<file path="src/rtl/activation_quantizer_pkg.sv">
// Shared widths, int8 limits, per-column stage record and saturation helpers
// for the activation quantizer.
package act_pkg;

  localparam int ACC_W  = 32;
  localparam int PROD_W = 48;
  localparam int OUT_W  = 8;

  localparam logic signed [OUT_W-1:0] INT8_MIN = -8'sd128;
  localparam logic signed [OUT_W-1:0] INT8_MAX = 8'sd127;

  // One record per column; each field belongs to the stage that writes it.
  typedef struct packed {
    logic [ACC_W-1:0]  sum;
    logic [PROD_W-1:0] prod;
    logic [OUT_W-1:0]  q;
  } col_stage_t;

  function automatic logic [ACC_W-1:0] sat32(input logic signed [ACC_W:0] v);
    if (v[ACC_W] != v[ACC_W-1])
      return v[ACC_W] ? {1'b1, {(ACC_W-1){1'b0}}} : {1'b0, {(ACC_W-1){1'b1}}};
    return v[ACC_W-1:0];
  endfunction

  function automatic logic [OUT_W-1:0] sat8(input logic signed [PROD_W:0] v);
    if (v > 49'sd127)
      return INT8_MAX;
    if (v < -49'sd128)
      return INT8_MIN;
    return v[OUT_W-1:0];
  endfunction

endpackage

</file>
<file path="src/rtl/activation_quantizer_if.sv">
// Unified-buffer write port of the activation quantizer (valid/ready + data).
interface activation_quantizer_if;
  logic        ub_wr_valid;
  logic        ub_wr_ready;
  logic [15:0] ub_wr_data;

  modport master (output ub_wr_valid, output ub_wr_data, input ub_wr_ready);
  modport slave  (input ub_wr_valid, input ub_wr_data, output ub_wr_ready);
endinterface

</file>
<file path="src/rtl/activation_quantizer_out_fifo.sv">
// Output FIFO for the activation quantizer; flags a dropped push when full
// and not popping. Read data holds the last popped word while empty.
module act_out_fifo
  import act_pkg::*;
#(
  parameter int FIFO_DEPTH = 4,
  parameter int DATA_W     = 2 * OUT_W
) (
  input  logic              clk,
  input  logic              reset,
  input  logic              push,
  input  logic [DATA_W-1:0] din,
  input  logic              pop,
  output logic [DATA_W-1:0] dout,
  output logic              full,
  output logic              empty,
  output logic              drop
);

  localparam int PTR_W = $clog2(FIFO_DEPTH);

  logic [DATA_W-1:0] mem_q [FIFO_DEPTH];
  logic [DATA_W-1:0] mem_d [FIFO_DEPTH];
  logic [PTR_W-1:0]  wr_ptr_q, wr_ptr_d, rd_ptr_q, rd_ptr_d;
  logic [PTR_W:0]    count_q, count_d;
  logic [DATA_W-1:0] last_q, last_d;
  logic              wr_en, rd_en;

  assign full  = (count_q == (PTR_W+1)'(FIFO_DEPTH));
  assign empty = (count_q == '0);
  assign dout  = empty ? last_q : mem_q[rd_ptr_q];

  always_comb begin
    rd_en    = pop && !empty;
    wr_en    = push && (!full || rd_en);
    drop     = push && full && !rd_en;
    mem_d    = mem_q;
    wr_ptr_d = wr_ptr_q;
    rd_ptr_d = rd_ptr_q;
    count_d  = count_q;
    last_d   = last_q;
    if (wr_en) begin
      mem_d[wr_ptr_q] = din;
      wr_ptr_d        = wr_ptr_q + PTR_W'(1);
    end
    if (rd_en) begin
      last_d   = mem_q[rd_ptr_q];
      rd_ptr_d = rd_ptr_q + PTR_W'(1);
    end
    case ({wr_en, rd_en})
      2'b10:   count_d = count_q + (PTR_W+1)'(1);
      2'b01:   count_d = count_q - (PTR_W+1)'(1);
      default: count_d = count_q;
    endcase
  end

  always_ff @(posedge clk or negedge reset) begin
    if (!reset) begin
      for (int unsigned i = 0; i < FIFO_DEPTH; i++) mem_q[i] <= '0;
      wr_ptr_q <= '0;
      rd_ptr_q <= '0;
      count_q  <= '0;
      last_q   <= '0;
    end else begin
      mem_q    <= mem_d;
      wr_ptr_q <= wr_ptr_d;
      rd_ptr_q <= rd_ptr_d;
      count_q  <= count_d;
      last_q   <= last_d;
    end
  end

endmodule

</file>
<file path="src/rtl/activation_quantizer.sv">
// Bias / ReLU / requantize / int8-saturate pipeline feeding an output FIFO.
// Define ACTIVATION_ROUNDING_EN for round-half-up before the right shift.
module activation_quantizer
  import act_pkg::*;
#(
  parameter int FIFO_DEPTH = 4
) (
  input  logic               clk,
  input  logic               reset,
  input  logic               valid_in,
  input  logic [ACC_W-1:0]   acc_col0_in,
  input  logic [ACC_W-1:0]   acc_col1_in,
  input  logic [ACC_W-1:0]   bias_col0,
  input  logic [ACC_W-1:0]   bias_col1,
  input  logic [15:0]        scale,
  input  logic [4:0]         shift,
  input  logic [OUT_W-1:0]   zero_point,
  input  logic               relu_en,
  input  logic               clear_overflow,
  activation_quantizer_if.master ub,
  output logic               busy,
  output logic               overflow
);

  logic [1:0][ACC_W-1:0] acc_w, bias_w;
  logic [1:0][OUT_W-1:0] q_col;
  logic [2:0]            vld_q, vld_d;
  logic                  overflow_q, overflow_d;
  logic                  fifo_empty, fifo_full, fifo_drop, fifo_pop;
  logic [2*OUT_W-1:0]    fifo_dout;

  assign acc_w  = {acc_col1_in, acc_col0_in};
  assign bias_w = {bias_col1, bias_col0};

  for (genvar c = 0; c < 2; c++) begin : g_col
    col_stage_t               st_q, st_d;
    logic signed [ACC_W:0]    sum_ext;
    logic        [ACC_W-1:0]  relu_v;
    logic signed [PROD_W:0]   prod_full, rnd_v, shifted, biased;

    always_comb begin
      st_d      = st_q;
      sum_ext   = {acc_w[c][ACC_W-1], acc_w[c]} + {bias_w[c][ACC_W-1], bias_w[c]};
      st_d.sum  = sat32(sum_ext);

      relu_v    = (relu_en && st_q.sum[ACC_W-1]) ? '0 : st_q.sum;
      prod_full = $signed({{(PROD_W+1-ACC_W){relu_v[ACC_W-1]}}, relu_v})
                * $signed({{(PROD_W+1-16){1'b0}}, scale});
      st_d.prod = prod_full[PROD_W-1:0];

`ifdef ACTIVATION_ROUNDING_EN
      rnd_v     = (shift != '0) ? $signed({{PROD_W{1'b0}}, 1'b1} << (shift - 5'd1)) : '0;
`else
      rnd_v     = '0;
`endif
      shifted   = ($signed({st_q.prod[PROD_W-1], st_q.prod}) + rnd_v) >>> shift;
      biased    = shifted + $signed({{(PROD_W+1-OUT_W){zero_point[OUT_W-1]}}, zero_point});
      st_d.q    = sat8(biased);
    end

    always_ff @(posedge clk or negedge reset) begin
      if (!reset) st_q <= '0;
      else        st_q <= st_d;
    end

    assign q_col[c] = st_q.q;
  end

  assign fifo_pop = !fifo_empty && ub.ub_wr_ready;

  always_comb begin
    vld_d      = {vld_q[1:0], valid_in};
    overflow_d = fifo_drop ? 1'b1 : (clear_overflow ? 1'b0 : overflow_q);
  end

  always_ff @(posedge clk or negedge reset) begin
    if (!reset) begin
      vld_q      <= '0;
      overflow_q <= 1'b0;
    end else begin
      vld_q      <= vld_d;
      overflow_q <= overflow_d;
    end
  end

  act_out_fifo #(
    .FIFO_DEPTH (FIFO_DEPTH),
    .DATA_W     (2 * OUT_W)
  ) u_fifo (
    .clk   (clk),
    .reset (reset),
    .push  (vld_q[2]),
    .din   (q_col),
    .pop   (fifo_pop),
    .dout  (fifo_dout),
    .full  (fifo_full),
    .empty (fifo_empty),
    .drop  (fifo_drop)
  );

  assign ub.ub_wr_valid = !fifo_empty;
  assign ub.ub_wr_data  = fifo_dout;
  assign busy           = (|vld_q) || !fifo_empty;
  assign overflow       = overflow_q;

endmodule

</file>
<file path="src/flat_wrapper.sv">
// flat-port wrapper written by rule: the top's interface ports become plain ports
module activation_quantizer_flat import act_pkg::*;
#(
  parameter int FIFO_DEPTH = 4
)
  (clk, reset, valid_in, acc_col0_in, acc_col1_in, bias_col0, bias_col1, scale, shift, zero_point, relu_en, clear_overflow, busy, overflow, ub_ub_wr_valid, ub_ub_wr_data, ub_ub_wr_ready);
  activation_quantizer_if ub_i ();
  input  logic clk;
  input  logic reset;
  input  logic valid_in;
  input  logic [ACC_W-1:0] acc_col0_in;
  input  logic [ACC_W-1:0] acc_col1_in;
  input  logic [ACC_W-1:0] bias_col0;
  input  logic [ACC_W-1:0] bias_col1;
  input  logic [15:0] scale;
  input  logic [4:0] shift;
  input  logic [OUT_W-1:0] zero_point;
  input  logic relu_en;
  input  logic clear_overflow;
  output logic busy;
  output logic overflow;
  output wire logic [$bits(ub_i.ub_wr_valid)-1:0] ub_ub_wr_valid;
  output wire logic [$bits(ub_i.ub_wr_data)-1:0] ub_ub_wr_data;
  input wire logic [$bits(ub_i.ub_wr_ready)-1:0] ub_ub_wr_ready;
  assign ub_ub_wr_valid = ub_i.ub_wr_valid;
  assign ub_ub_wr_data = ub_i.ub_wr_data;
  assign ub_i.ub_wr_ready = ub_ub_wr_ready;
  activation_quantizer #(.FIFO_DEPTH(FIFO_DEPTH)) u_core (.clk(clk), .reset(reset), .valid_in(valid_in), .acc_col0_in(acc_col0_in), .acc_col1_in(acc_col1_in), .bias_col0(bias_col0), .bias_col1(bias_col1), .scale(scale), .shift(shift), .zero_point(zero_point), .relu_en(relu_en), .clear_overflow(clear_overflow), .ub(ub_i), .busy(busy), .overflow(overflow));
endmodule
</file>
<file path="config.mk">
export PLATFORM = sky130hd
export DESIGN_NAME = activation_quantizer_flat
export DESIGN_NICKNAME = d
export VERILOG_FILES = /design/src/rtl/activation_quantizer_pkg.sv /design/src/rtl/activation_quantizer_if.sv /design/src/rtl/activation_quantizer_out_fifo.sv /design/src/rtl/activation_quantizer.sv /design/src/flat_wrapper.sv
export SDC_FILE = /design/constraint.sdc
export NUM_CORES = 2
export LEC_CHECK = 0
export ABC_AREA = 1
export CAP_MARGIN = 20
export CORE_MARGIN = 2
export CORE_UTILIZATION = 50
export CTS_CLUSTER_SIZE = 14
export DETAILED_ROUTE_END_ITERATION = 8
export PLACE_DENSITY = 0.66
export REMOVE_ABC_BUFFERS = 1
export SYNTH_ARGS = -nofsm -noshare
export SYNTH_HDL_FRONTEND = slang
export SYNTH_HIERARCHICAL = 1
export SYNTH_SLANG_ARGS = --single-unit
</file>
<file path="constraint.sdc">
create_clock -name clk -period 8.8 [get_ports clk]
set_input_delay 0.88 -clock clk [delete_from_list [all_inputs] [get_ports clk]]
set_output_delay 0.88 -clock clk [all_outputs]
set_load 0.03 [all_outputs]
</file>
==> impl_metrics.sql <==
INSERT INTO impl_metrics (metric_group, metric, value, unit) VALUES
('die', 'coreArea', '124000', 'µm²'),
('synthesis', 'syn-mean-instance-area', '6.99', 'µm²'),
('setup_path', 'cp_max_fo', '31', ''),
('synthesis', 'synth.cell_area', '62500', 'µm²'),
('die', 'die_area', '128000', 'µm²'),
('cts', 'clock_path_buffers', '3', ''),
('setup_path', 'critPathCaptureType', 'flip-flop', ''),
('setup_path', 'critPathKind', 'input pin to flip-flop', ''),
('setup_path', 'setup.reg_to_reg.worst_slack', '1.61', 'ns'),
('final_layout', 'layout.cells.most_common_list', 'sky130_fd_sc_hd__nand2_1 (2,621), sky130_fd_sc_hd__inv_1 (1,863), sky130_fd_sc_hd__fa_1 (973)', ''),
('global_routing', 'grt_antenna_before_repair', '0', ''),
('cts', 'clock_sinks', '267', ''),
('die', 'initial_core_util', '50.4', '%'),
('timing', 'final_max_slew_viol_count', '0', ''),
('timing', 'rsz0062_at_grt', 'no', ''),
('final_layout', 'ff_latch_area', '6680', 'µm²'),
('timing', 'finalClockSkew', '0.0309', 'ns'),
('placed_design', 'post-place-ws', '0.714', 'ns'),
('setup_path', 'r2r_start', 'u_core/g_col[1].st_q[87]', ''),
('final_layout', 'share_of_cells_above_drive_strength_1', '2.87', '%'),
('final_layout', 'multi_input_area', '47500', 'µm²'),
('placed_design', 'post-dp-hpwl', '159', 'mm'),
('placed_design', 'io_buffers', '181', ''),
('timing', 'achievable-frequency', '132', 'MHz'),
('detailed_routing', 'final_antenna_net_count', '0', ''),
('detailed_routing', 'routed_wirelength', '190', 'mm'),
('final_layout', 'number_of_inserted_filler_cells_in_the_final_layout', '12300', ''),
('hold_path', 'worstHoldPathType', 'input pin to async pin', ''),
('setup_path', 'timing.reg2reg.worst_path_depth', '25', ''),
('setup_path', 'required_worst_endpoint', '9.25', 'ns'),
('cts', 'path_clk_slew', '0.06', 'ns'),
('detailed_routing', 'firstDrtPassIters', '8', ''),
('job', 'cap_viol_max_count', '0', ''),
('placed_design', 'place.gp.congestion', '0.971', ''),
('global_routing', 'grt_pass1_vias', '56700', ''),
('final_layout', 'finalNetCount', '10500', ''),
('die', 'die-width', '358', 'µm'),
('detailed_routing', 'route.detailed.drc', '0', ''),
('cts', 'post_cts_resized', '0', ''),
('final_layout', 'n_antenna_cell', '0', ''),
('timing', 'final.hold.worst_slack', '0.317', 'ns'),
('setup_path', 'reg2reg_to', 'u_core/g_col[1].st_q[53]', ''),
('detailed_routing', 'average_wire_per_standard_cell', '17.8', 'µm'),
('cts', 'cts_tree', 'yes', ''),
('timing', 'setup_tns', '0', 'ns'),
('cts', 'postCtsHoldBufs', '0', ''),
('cts', 'insertion_delay', '0.60', 'ns'),
('global_routing', 'pin_count_of_the_biggest_net_entering_global_routing', '101', ''),
('cts', 'h-tree-depth', '2', ''),
('final_layout', 'area.growth.synth_to_final', '7.55', '%'),
('timing', 'finalWorstSetupSlack', '1.23', 'ns'),
('cts', 'post-cts-setup-buffers', '0', ''),
('setup_path', 'worstSetupStartpointType', 'input pin', ''),
('cts', 'cts_root_buf', 'sky130_fd_sc_hd__clkbuf_16', ''),
('timing', 'slew_at_the_pin_closest_to_its_max_slew_limit', '1.11', 'ns'),
('die', 'pin_count', '182', ''),
('synthesis', 'synth-warning-count', '6', ''),
('global_routing', 'grtUsageTotal', '30.0', '%'),
('global_routing', 'grt_first_pass_wirelength', '303', 'mm'),
('die', 'core.rowCount', '129', ''),
('final_layout', 'final_common_cell', 'sky130_fd_sc_hd__nand2_1', ''),
('timing', 'finalHoldViolCount', '0', ''),
('synthesis', 'netlist_instances', '8947', ''),
('die', 'die_h', '358', 'µm'),
('timing', 'final.min_clock_period', '7.57', 'ns'),
('timing', 'max_slew_margin', '25.7', '%'),
('timing', 'finalSetupViolations', '0', ''),
('setup_path', 'critical_path_arrival', '8.02', 'ns'),
('detailed_routing', 'routed_via_density', '5.29', ''),
('detailed_routing', 'dr_total_vias', '56400', ''),
('timing', 'final_min_period_over_clock_period', '86.0', '%'),
('global_routing', 'global_route.overflow_total', '0', ''),
('run_status', 'status', 'finished, final reports clean', ''),
('detailed_routing', 'drtIter0Drc', '4531', ''),
('cts', 'cts_inserted_buffers', '34', '');
-- worst max path at each step --
| stage | from | to | slack [ns] | cells after the start |
|---|---|---|---|---|
| after CTS | relu_en | u_core/g_col[1].st_q[53] | 1.32 | 26 |
| after global placement | relu_en | u_core/g_col[1].st_q[55] | 0.77 | 26 |
| after detailed placement | relu_en | u_core/g_col[1].st_q[53] | 0.71 | 26 |
| final | relu_en | u_core/g_col[1].st_q[53] | 1.23 | 26 |
| after global routing | relu_en | u_core/g_col[1].st_q[53] | 1.03 | 25 |
| after floorplan | relu_en | u_core/g_col[0].st_q[52] | 1.93 | 27 |
-- cell type report --
| cell class | instances | area share, % |
|---|---|---|
| Timing Repair Buffer | 303 | 4.05 |
| Multi-Input combinational cell | 6499 | 70.7 |
| Clock inverter | 19 | 0.398 |
| Inverter | 1887 | 10.5 |
| Tap cell | 1637 | 3.05 |
| Clock buffer | 42 | 1.35 |
| Sequential cell | 267 | 9.94 |
-- worst max-delay path, cell delays in order --
cell                              delay, ns
sky130_fd_sc_hd__clkdlybuf4s50_1       0.45
sky130_fd_sc_hd__nand2_1               0.08
sky130_fd_sc_hd__buf_4                 0.32
sky130_fd_sc_hd__nand2_1               0.26
sky130_fd_sc_hd__inv_1                 0.37
sky130_fd_sc_hd__buf_4                 0.20
sky130_fd_sc_hd__nand2_1               0.08
sky130_fd_sc_hd__fa_1                  0.50
sky130_fd_sc_hd__fa_1                  0.51
sky130_fd_sc_hd__fa_1                  0.52
sky130_fd_sc_hd__inv_1                 0.06
sky130_fd_sc_hd__fa_1                  0.50
sky130_fd_sc_hd__fa_1                  0.51
sky130_fd_sc_hd__inv_1                 0.05
sky130_fd_sc_hd__fa_1                  0.57
sky130_fd_sc_hd__inv_1                 0.07
sky130_fd_sc_hd__ha_1                  0.41
sky130_fd_sc_hd__nand2_1               0.15
sky130_fd_sc_hd__nor2_1                0.16
sky130_fd_sc_hd__inv_1                 0.11
sky130_fd_sc_hd__nor4_1                0.43
sky130_fd_sc_hd__nand3_1               0.14
sky130_fd_sc_hd__nand3_1               0.18
sky130_fd_sc_hd__nand2_1               0.08
sky130_fd_sc_hd__o2111ai_1             0.09
sky130_fd_sc_hd__xor2_1                0.33
-- sequential cells by signal, summed over array words and instances, names as in the netlist --
register	flops
u_core/u_fifo/rd_ptr_q	2
u_core/g_col.st_q	176
u_core/u_fifo/count_q	3
u_core/vld_q	3
u_core/u_fifo/mem_q	64
u_core/u_fifo/wr_ptr_q	2
u_core/u_fifo/last_q	16
u_core/overflow	1
-- layer usage --
metal | wire length (µm) | global-route usage [%] | share of wire (%)
met1 | 82900 | 41.3 | 44
met4 | 6550 | 9.21 | 3.5
met3 | 14000 | 4.30 | 7.4
met5 | 0 | 0 | 0
met2 | 86500 | 49.1 | 46
-- through the flow --
step	utilization (%)	instance area, µm²	std cells
after floorplan	-	61300	8653
after global placement	53.3	66100	10600
after detailed placement	53.3	66100	10600
after CTS	54.3	67200	10700
after global routing	54.3	67200	10700
final	54.3	67200	10700
Power is not shown: default switching activity piles up to over one toggle a cycle in this logic, so the estimate is an artifact.
